File: config.mk
export PLATFORM = sky130hd
export DESIGN_NAME = c_fetch_responder
export DESIGN_NICKNAME = d
export VERILOG_FILES = /design/src/rtl/c_fetch_responder.sv
export SDC_FILE = /design/constraint.sdc
export NUM_CORES = 1
export LEC_CHECK = 0
export CAP_MARGIN = 10
export CORE_ASPECT_RATIO = 0.9
export CORE_MARGIN = 2
export CORE_UTILIZATION = 30
export CTS_CLUSTER_DIAMETER = 80
export DETAILED_ROUTE_END_ITERATION = 6
export GPL_TIMING_DRIVEN = 0
export SYNTH_ARGS = -nofsm -noshare
export SYNTH_HDL_FRONTEND = slang
export SYNTH_SLANG_ARGS = --single-unit
File: constraint.sdc
create_clock -name clk -period 3 [get_ports clk]
set_clock_uncertainty 0.2 [all_clocks]
set_input_delay 0.3 -clock clk [delete_from_list [all_inputs] [get_ports clk]]
set_output_delay 0.3 -clock clk [all_outputs]
set_load 0.01 [all_outputs]
File: src/rtl/c_fetch_responder.sv
// c_fetch_responder: turns halfword-aligned fetch requests into word-aligned req/gnt/rvalid memory reads.
// Optional 1-entry line buffer enabled by defining C_FETCH_LINE_BUF_EN.
module c_fetch_responder #(
    parameter int ADDR_W = 32
) (
    input  logic              clk,
    input  logic              reset,
    input  logic              icache_req,
    input  logic              icache_req_kill,
    input  logic              icache_flush,
    input  logic [ADDR_W-1:0] icache_addr,
    output logic              icache_valid,
    output logic [31:0]       icache_inst,
    output logic              icache_busy,
    output logic              lb_hit,
    output logic              mem_req,
    output logic [ADDR_W-1:0] mem_addr,
    input  logic              mem_gnt,
    input  logic              mem_rvalid,
    input  logic [31:0]       mem_rdata
);
    typedef enum logic [1:0] {IDLE, REQ, WAIT, DRAIN} state_t;
    state_t state, state_n;
    logic [ADDR_W-1:0] addr_q, addr_n, pend_addr, pend_addr_n;
    logic pend_v, pend_v_n;
    logic kill, direct, deliver, lb_serve, lb_take;
    logic [31:0] lb_word;
    assign kill = icache_req_kill | icache_flush;
    // A kill in REQ before the grant lets a same-cycle request reissue immediately.
    assign direct = (state == REQ) && kill && !mem_gnt;
`ifdef C_FETCH_LINE_BUF_EN
    logic              lb_valid;
    logic [ADDR_W-3:0] lb_tag;
    logic [31:0]       lb_data;
    assign lb_take = lb_valid && !icache_flush && (lb_tag == icache_addr[ADDR_W-1:2]);
    assign lb_word = lb_data;
    // Line buffer captures every delivered word; flush wins over a same-cycle fill.
    always_ff @(posedge clk) begin
        if (reset) lb_valid <= 1'b0;
        else if (icache_flush) lb_valid <= 1'b0;
        else if (deliver) begin
            lb_valid <= 1'b1;
            lb_tag   <= addr_q[ADDR_W-1:2];
            lb_data  <= mem_rdata;
        end
    end
`else
    assign lb_take = 1'b0;
    assign lb_word = '0;
`endif
    // State, latched address and pending slot registers.
    always_ff @(posedge clk) begin
        if (reset) begin
            state     <= IDLE;
            addr_q    <= '0;
            pend_v    <= 1'b0;
            pend_addr <= '0;
        end else begin
            state     <= state_n;
            addr_q    <= addr_n;
            pend_v    <= pend_v_n;
            pend_addr <= pend_addr_n;
        end
    end
    // Next-state, next address and pending-slot update.
    always_comb begin
        state_n     = state;
        addr_n      = addr_q;
        pend_v_n    = pend_v;
        pend_addr_n = pend_addr;
        deliver     = 1'b0;
        lb_serve    = 1'b0;
        case (state)
            IDLE: begin
                if (icache_req && (kill || !pend_v)) begin
                    pend_v_n = 1'b0;
                    if (lb_take) lb_serve = 1'b1;
                    else begin
                        state_n = REQ;
                        addr_n  = icache_addr;
                    end
                end else if (pend_v && !kill) begin
                    state_n     = REQ;
                    addr_n      = pend_addr;
                    pend_v_n    = icache_req;
                    pend_addr_n = icache_addr;
                end else if (kill) pend_v_n = 1'b0;
            end
            REQ: begin
                if (direct) begin
                    pend_v_n = 1'b0;
                    state_n  = icache_req ? REQ : IDLE;
                    addr_n   = icache_req ? icache_addr : addr_q;
                end else if (mem_gnt) state_n = kill ? DRAIN : WAIT;
            end
            WAIT: begin
                if (mem_rvalid) begin
                    state_n = IDLE;
                    deliver = !kill;
                end else if (kill) state_n = DRAIN;
            end
            DRAIN: state_n = mem_rvalid ? IDLE : DRAIN;
            default: state_n = IDLE;
        endcase
        if (state != IDLE && !direct) begin
            if (icache_req) begin
                pend_v_n    = 1'b1;
                pend_addr_n = icache_addr;
            end else if (kill) pend_v_n = 1'b0;
        end
    end
    // Registered response: one-cycle valid pulse, instruction word held between pulses.
    always_ff @(posedge clk) begin
        if (reset) begin
            icache_valid <= 1'b0;
            icache_inst  <= '0;
            lb_hit       <= 1'b0;
        end else begin
            icache_valid <= deliver | lb_serve;
            lb_hit       <= lb_serve;
            icache_inst  <= deliver ? mem_rdata : lb_serve ? lb_word : icache_inst;
        end
    end
    // State-decoded memory and status outputs.
    always_comb begin
        mem_req     = (state == REQ);
        mem_addr    = addr_q & ~ADDR_W'(3);
        icache_busy = (state != IDLE);
    end
endmodule

## After elaboration in Yosys (flattened, before gate mapping)

Index checks and enable logic that the tools add are counted.

| storage, ports and cells | value |
|---|---|
| flip-flop bits (word level) | 100 |
| latch bits | 0 |
| bits in writable memories | 0 |
| bits in read-only memories | 0 |
| input bits | 71 |
| output and inout bits | 68 |
| word-level logic and storage cells | 61 |
| memories | 0 |

| operators by class | value |
|---|---|
| add/subtract/negate cells | 0 |
| $mul | 0 |
| div/mod/pow operators | 0 |
| magnitude comparators | 0 |
| equal/unequal tests | 8 |
| shift-type cells | 0 |
| multiplexer cells | 31 |
| bitwise logic cells | 1 |
| reduce and logical (&&, ||, !) cells | 15 |

Operators by type and width:

| operator | number |
|---|---|
| 32-bit two-way mux | 10 |
| 32-bit one-hot mux with 2 select lines | 1 |
| 2-bit two-way mux | 7 |
| 1-bit two-way mux | 11 |
| 2-bit one-hot mux with 4 select lines | 1 |
| 3-bit != test, second input constant | 2 |
| 1-bit logical AND | 5 |
| 2-bit == test, second input constant | 2 |
| 1-bit logical NOT | 4 |
| 4-bit AND reduction | 1 |
| 2-bit nonzero test | 2 |
| 3-bit by 1-bit != test with 1-bit output, second input constant | 1 |
| 3-bit AND reduction | 1 |
| 2-bit by 1-bit == test with 1-bit output, second input constant | 1 |
| 2-bit logical NOT | 1 |
| 2-bit by 1-bit != test with 1-bit output, second input constant | 1 |
| 2-bit != test, second input constant | 1 |
| 1-bit one-hot mux with 2 select lines | 1 |
| 1-bit logical OR | 1 |
| 1-bit bitwise OR | 1 |

## Depth between registers and ports, before layout

Gate-level depths: netlist (run 1).

| logic depth | value |
|---|---|
| depth after elaboration | 9 |
| gate-level depth with buffers | 6 |

## Worst setup path after synthesis (run 1)

Ideal clock, no wire load.

| path | value |
|---|---|
| kind | in2reg |
| start point | input port icache_req |
| end point | register addr_q[10] |
| setup time | 0.152 ns |
| arrival | 1.439 ns |
| data required time | 2.648 ns |
| slack | 1.209 ns |
| cell stages on the path | 5 |
| path buffers | 2 |
| cell sequence | buf_2 -> or3b_2 -> a21oi_1 -> buf_2 -> a221oi_2 |

| on the way | value |
|---|---|
| word-level cells in the longest chain between the ends | 3 |

Ends and longest elaborated chain:

| what | line | RTL |
|---|---|---|
| start: declaration | 8 | `input logic icache_req,` |
| 1-bit logical AND | 75 | `if (icache_req && (kill \|\| !pend_v)) begin` |
| 3-bit != test (no line) or 32-bit two-way mux (tied branches) | -- |  |
| 4-bit AND reduction (no line) or 32-bit one-hot mux with 2 select lines (tied branches) | -- |  |
| end signal: assignment | 60 | `addr_q <= addr_n;` |
| end: declaration | 24 | `logic [ADDR_W-1:0] addr_q, addr_n, pend_addr, pend_addr_n;` |

Several ways; a longest one is shown, not always the timed one.
A chain may end at the register's enable or synchronous reset.

## Worst setup path after layout (run 1)

| path | value |
|---|---|
| start point | register state[0] |
| end point | output port mem_req |

| on the way | value |
|---|---|
| word-level cells in the longest chain between the ends | 1 |

Ends and longest elaborated chain:

| what | line | RTL |
|---|---|---|
| start: declaration | 23 | `state_t state, state_n;` |
| start signal: assignment | 59 | `state <= state_n;` |
| 2-bit by 1-bit == test with 1-bit output | 126 | `mem_req = (state == REQ);` |
| end: declaration | 16 | `output logic mem_req,` |

Every way passes these cells.

==> qor.yml, run 1 <==
r2r_setup_slack_ns: 0.93
fmax_ghz: 0.435
gp_congestion: 0.828
final_cells: 771
critPathCaptureType: "output port"
cts_tree: "yes"
ys_ff_latch: 96
n_fill_cell: 1276
root_buffer: "clkbuf_16"
drv_slew: 0
rr_worst_depth: 5
hold_buffers: 0
hold_end: "pend_v"
fin_nets: 669
wirelength_mm: 12.4
r2r_end: "addr_q[18]"
yosysTopAreaCell: "dfxtp_1"
insertion_delay_ns: 0.35
numCtsBuffers: 9
num_vias: 3829
crit_fanout: 7
synth_ff_type: "dfxtp_1"
worstSetupPathType: "flop to output port"
synthArstFlopShare_pct: 0
grt_pass1_wl_mm: 19.4
start_util_pct: 30.8
arrival_ns: 1.80
rsz0062_at_grt: "no"
grt_usage_pct: 17.1
setup_ws_ns: 0.702
synth_area_per_cell_um2: 9.06
dr.first_iter.drc_count: 222
hold_violations: 0
layout-drive-gt1-share_pct: 11.4
ios: 139
grt_start_max_net_pins: 15
antenna_left: 0
worstPathRequired_ns: 2.50
hpwl_mm: 9.04
critPathLaunchType: "flop"
grt_pass1_vias: 3735
cts-resized-gates: 0
syn_area_mm2: 0.00411
netlist_top_cells_area: "dfxtp_1, a221oi_2, a21oi_1, mux2i_1, nand2_1"
ys_types: 31
clk_path_buf_depth: 2
peakVddDrop_uv: 261
num_rows: 40
clk_pin_slew_ns: 0.06
via_per_inst: 4.97
finalSetupViolations: 0
drc: 0
coreArea_mm2: 0.0134
synth-edff-count: 0
final_util_pct: 44.5
slew_headroom_pct: 46.1
fin_crit_ns: 2.30
worstHoldPathCells: 3
hold_class: "primary input to flop"
min_from: "icache_req"
finalSetupTns_ns: 0
max_cap_violations: 0
status: "finished clean"
syn_inst: 454
die_x_um: 127
first_pass_iters: 4
power_density_mw_per_mm2: 531
synth_warnings: 0
clock-sinks: 96
die_y_um: 115
io_buffer_count: 131
dp.cells: 755
num_antenna_cells: 0
fin_crit_sh_pct: 76.6
cts-htree-levels: 3
die_area_mm2: 0.0147
antenna_found_initial: 0
synth_top_area_share_pct: 46.7
p_leak_nw: 2.04
cts_setup_buffers: 0
max_slew.worst_pin.slew_ns: 0.809
r2r_start: "state[1]"
syn_to_final_growth_pct: 44.5
dp_worst_setup_slack_ns: 0.504
overflow: 0
ys_seq_area_share_pct: 46.7
wl_per_cell_um: 16.1
cell type report:
cell class	count	area (um2)	share of cell area (%)
multi-input cells	312	1960	33.0
flip-flops and latches	96	1920	32.3
repair buffers	131	1310	22.1
clock buffers	13	260	4.38
plain buffers	48	238	4.00
well taps	168	210	3.54
clock inverters	3	40.0	0.674
stage by stage:
step           power, mW  hold slack (ns)  instance area (um2)
3_5_place_dp        2.02            0.249                 5640
4_1_cts             3.19            0.137                 5940
2_1_floorplan       1.74            0.236                 4120
6_report            3.16            0.163                 5940
3_3_place_gp        2.00            0.242                 5640
5_1_grt             3.30            0.191                 5940
cell usage after synthesis, drive strengths merged, types with 2 or more instances:
library cell,number
nand3,30
or3b,2
a21oi,68
nand2,64
mux2i,30
nor3,3
clkbuf,32
a221oi,30
dfxtp,96
o21ai,31
or2,3
buf,16
nor2b,2
nor2,35
placed cells by master, fill, tap and decap left out, types with 2 or more instances in the layout:
cell / count
clkdlybuf4s50_1: 131
dfxtp_1: 96
a21oi_1: 67
nand2_1: 64
clkbuf_1: 34
nor2_1: 34
o21ai_0: 31
nand3_1: 30
mux2i_1: 30
a221oi_2: 30
buf_2: 10
clkbuf_16: 9
or2_2: 3
buf_8: 3
nor3_1: 3
buf_4: 3
conb_1: 3
nor2b_1: 2
clkbuf_8: 2
clkinv_2: 2
critical path: stages (launching register included):
cell and delay (ns):
dfxtp_1 0.44, nor2b_1 0.36, clkdlybuf4s50_1 0.65
flip-flops by register name, summed over array words and instances (netlist names):
signal        cells
pend_addr        30
addr_q           30
icache_valid      1
state             2
pend_v            1
icache_inst      32
worst max-delay path by stage:
stage	depth (start not counted)	slack (ns)	startpoint	to
CTS	2	0.69	state[0]	mem_req
floorplan	5	1.21	icache_req	addr_q[10]
finish	2	0.70	state[0]	mem_req
global route	2	0.60	state[0]	mem_req
detailed placement	6	0.50	icache_req_kill	addr_q[18]
global placement	6	0.53	icache_flush	addr_q[12]
cell families after synthesis:
kind of cell	Yosys count	synth area share (%)
compound gates	134	24.3
buf+inv	48	5.78
flops	96	46.7
mux	30	7.30
other cells	1	0.0912
simple gates	145	15.8
layer usage:
metal  vias to the layer above  part of all wire (%)  track usage [%]
li1                       1892                     -                -
met1                      1815                    44             21.6
met2                       111                    47             27.6
met3                        11                   7.3             6.56
met4                         0                   1.2             4.10
met5                         -                     0                0
power breakdown:
part           internal (mW)  total, mW  switching (mW)
clock network          0.690       1.17           0.481
logic                  0.305      0.598           0.294
registers               1.35       1.39          0.0404
Power figures use the tool's default switching activity.
==> run 2: changes to the inputs <==
- clock period: 3 -> 1.85 ns (I/O delays scaled with it)
==> qor.yml, run 2 (synthesis results as in run 1) <==
finalSetupTns_ns: -1.65
hold_violations: 0
clock-sinks: 96
clk_pin_slew_ns: 0.06
final_cells: 780
crit_buf_inv: 3
max_cap_violations: 0
ios: 139
syn_to_final_growth_pct: 56.3
grt_usage_pct: 17.6
status: "finished with violations"
setup_ws_ns: -0.0822
overflow: 0
power_density_mw_per_mm2: 830
fmax_ghz: 0.518
crit_fanout: 5
top_register: "icache_inst"
num_antenna_cells: 0
cts-htree-levels: 3
max_slew.worst_pin.slew_ns: 0.827
violations: "setup timing"
layout_common_cells: "clkdlybuf4s50_1, dfxtp_1, a21oi_1"
fin_crit_ns: 1.93
antenna_left: 0
die_y_um: 115
grt_start_max_net_pins: 15
drc: 0
fin_crit_sh_pct: 104
register_area_mm2: 0.00192
antenna_found_initial: 0
n_fill_cell: 1212
cpMaxStageDelayCell: "or3b_4"
dp.cells: 755
cts_tree: "yes"
hpwl_mm: 9.04
p_leak_nw: 2.20
critPathCaptureType: "flop"
numCtsBuffers: 9
final_common_cell: "clkdlybuf4s50_1"
drv_slew: 0
arrival_ns: 1.93
gp_congestion: 0.828
root_buffer: "clkbuf_16"
max_stage_delay_ns: 0.39
path_cells: "or3b_4 -> a21oi_4 -> buf_6 -> buf_12 -> buf_8 -> mux2i_4 -> a221oi_2"
slew_headroom_pct: 44.9
grt_pass1_wl_mm: 19.9
io_buffer_count: 131
dr.first_iter.drc_count: 194
die_area_mm2: 0.0147
num_vias: 3908
wl_per_cell_um: 16.5
multi_input_area_mm2: 0.00223
grt_pass1_vias: 3820
clk_path_buf_depth: 2
start_util_pct: 30.8
critPathLaunchType: "flop"
wirelength_mm: 12.9
via_per_inst: 5.01
worstPathRequired_ns: 1.85
rsz0062_at_grt: "yes"
total_power_mw: 5.34
num_rows: 40
worstSetupPathType: "flop to flop"
largest_reg_flops: 32
finalSetupViolations: 30
critPathTopFamily: "simple AND/OR/NAND/NOR gates"
layout-drive-gt1-share_pct: 21.1
largest_registers: "icache_inst: 32 flops, addr_q: 30 flops, pend_addr: 30 flops"
peakVddDrop_uv: 425
first_pass_iters: 4
insertion_delay_ns: 0.34
hold_class: "primary input to flop"
fin_nets: 678
coreArea_mm2: 0.0134
die_x_um: 127
==> run 2: cell count changes in the layout (fill, tap and decap cells not counted), moves of 5 or more <==
cell / change
mux2i_4: +17
mux2i_1: -27
buf_4: +11
clkbuf_4: +5
o21ai_1: +7
clkbuf_1: -20
mux2i_2: +10
clkbuf_2: +8
o21ai_0: -7
==> run 2: layer usage <==
metal / track usage (%) / wire length, um / up-vias
met5: 0 / 0 / -
met4: 5.49 / 182 / 0
met2: 28.5 / 6180 / 103
li1: - / - / 1913
met1: 22.5 / 5790 / 1876
met3: 5.63 / 748 / 16
==> run 2: stage by stage <==
step	util [%]	worst slack, ns	hold slack (ns)	area, um2
2_1_floorplan	-	0.130	0.121	4120
3_3_place_gp	42.2	-0.502	0.242	5640
3_5_place_dp	42.2	-0.531	0.249	5640
4_1_cts	47.0	-0.0614	0.0162	6280
5_1_grt	48.1	-0.132	0.0767	6430
6_report	48.1	-0.0822	0.0418	6430
==> run 2: path summary, 6_finish.rpt <==
kind / from / endpoint / slack, ns / cells past startpoint
setup / recovery: pend_v / addr_q[31] / -0.08 / 7
hold / removal: icache_req / pend_v / 0.04 / 3
setup reg to reg: pend_v / addr_q[31] / -0.08 / 7
hold reg to reg: icache_inst[24] / icache_inst[24] / 0.25 / 2
==> run 2: tightest hold or removal path, stage by stage <==
cell    delay [ns]
buf_2         0.17
nor2_1        0.12
nor3_1        0.06
==> run 2: final cells by class <==
type                            instances  share of cell area [%]
Multi-Input combinational cell        312                    34.7
Sequential cell                        96                    29.9
Timing Repair Buffer                  141                    22.6
Buffer                                 47                    4.77
Clock buffer                           13                    4.05
Tap cell                              168                    3.27
Clock inverter                          3                   0.623
==> run 2: where the power goes <==
part | total, mW | switching [mW] | leakage, nW | internal (mW)
clock network | 1.90 | 0.777 | 0.150 | 1.12
logic | 1.17 | 0.534 | 1.27 | 0.641
registers | 2.27 | 0.0781 | 0.784 | 2.19
==> run 2: what timing repair did <==
| action | CTS | global route |
|---|---|---|
| pin swaps | 21 | 6 |
| hold buffers | 0 | 0 |
| hold endpoints to repair | 0 | 0 |
| buffers inserted | 6 | 3 |
| setup endpoints to repair | 93 | 91 |
| gates resized for setup | 56 | 65 |
| gates cloned | 3 | 0 |
==> run 3: changes to the inputs <==
- CORE_UTILIZATION: 30 -> 41
- PLACE_DENSITY: unset -> 0.76
- SKIP_CTS_REPAIR_TIMING: unset -> 1
==> qor.yml, run 3 (synthesis results as in run 1) <==
numCtsBuffers: 9
slew_headroom_pct: 46.1
n_fill_cell: 759
root_buffer: "clkbuf_8"
register_area_mm2: 0.00192
final_common_cell: "clkdlybuf4s50_1"
ios: 139
grt_start_max_net_pins: 17
coreArea_mm2: 0.00970
antenna_left: 0
die_y_um: 99.0
clk_path_buf_depth: 2
via_per_inst: 5.43
crit_fanout: 7
arrival_ns: 1.65
die_x_um: 110
worstPathRequired_ns: 1.46
hold_class: "primary input to flop"
io_buffer_count: 131
fin_nets: 677
largest_registers: "icache_inst: 32 flops, addr_q: 30 flops, pend_addr: 30 flops"
num_antenna_cells: 0
hpwl_mm: 8.79
antenna_found_initial: 0
critPathLaunchType: "flop"
grt_pass1_vias: 3931
status: "finished with violations"
fmax_ghz: 0.490
hold_violations: 0
fin_crit_sh_pct: 110
die_area_mm2: 0.0109
fin_crit_ns: 2.04
start_util_pct: 42.4
cpMaxStageDelayCell: "clkdlybuf4s50_1"
postPlaceCellArea_mm2: 0.00559
setup_ws_ns: -0.189
layout_common_cells: "clkdlybuf4s50_1, dfxtp_1, a21oi_1"
critPathLaunch: "state[0]"
final_area_mm2: 0.00637
layout-drive-gt1-share_pct: 21.4
p_leak_nw: 2.20
dr.first_iter.drc_count: 232
clock-sinks: 96
overflow: 0
syn_to_final_growth_pct: 54.8
final_cells: 737
cts-htree-levels: 3
drc: 0
cts_tree: "yes"
min_from: "icache_req"
num_vias: 4000
grt_usage_pct: 21.8
top_register: "icache_inst"
num_rows: 34
largest_reg_flops: 32
power_density_mw_per_mm2: 813
worst_hold_slack_ns: 0.0394
rsz0062_at_grt: "yes"
path_cells: "nor2b_2 -> clkdlybuf4s50_1"
finalSetupViolations: 27
drv_slew: 0
max_cap_violations: 0
max_slew.worst_pin.slew_ns: 0.808
finalSetupTns_ns: -0.781
peakVddDrop_uv: 532
wirelength_mm: 12.8
violations: "setup timing"
first_pass_iters: 4
wl_per_cell_um: 17.4
worstSetupPathType: "flop to output port"
insertion_delay_ns: 0.37
multi_input_area_mm2: 0.00227
grt_pass1_wl_mm: 18.9
critPathCaptureType: "output port"
max_stage_delay_ns: 0.61
clk_pin_slew_ns: 0.09
r2r_start: "pend_v"
dp.cells: 713
gp_congestion: 0.800
run 3: stage by stage:
stage	util [%]	power [mW]	setup WS (ns)
2_1_floorplan	-	2.82	0.130
3_3_place_gp	57.6	3.23	-0.475
3_5_place_dp	57.6	3.27	-0.511
4_1_cts	60.2	4.95	-0.375
5_1_grt	65.7	5.34	-0.214
6_report	65.7	5.18	-0.189
run 3: critical path, delay by kind of cell (launching register included):
family / cells / cell delay [ns]
buffers and inverters: 1 / 0.61
flip-flops: 1 / 0.38
AND/OR/NAND/NOR: 1 / 0.29
run 3: final timing paths:
kind / end / slack (ns) / depth (start not counted)
worst max-delay path: mem_req / -0.19 / 2
worst min-delay path: pend_v / 0.04 / 3
worst max register to register: addr_q[28] / -0.06 / 6
worst min register to register: icache_inst[2] / 0.26 / 2
run 3: power breakdown:
| group | leakage, nW | switching (mW) | internal [mW] |
|---|---|---|---|
| sequential | 0.784 | 0.0811 | 2.19 |
| clock | 0.123 | 0.781 | 0.943 |
| combinational | 1.30 | 0.546 | 0.640 |
run 3: cell type report:
class                      instances  area share, %
multi-input combinational        312           35.7
clock buffer                      10           2.16
clock inverter                     6           1.81
tap                              126           2.48
sequential                        96           30.2
buffer                            46           4.70
timing repair buffer             141           23.0
run 3: metal layers:
layer	share of wire (%)	global-route usage [%]
met1	42	27.1
met2	51	37.7
met3	5.5	4.89
met4	1.2	5.55
met5	0	0
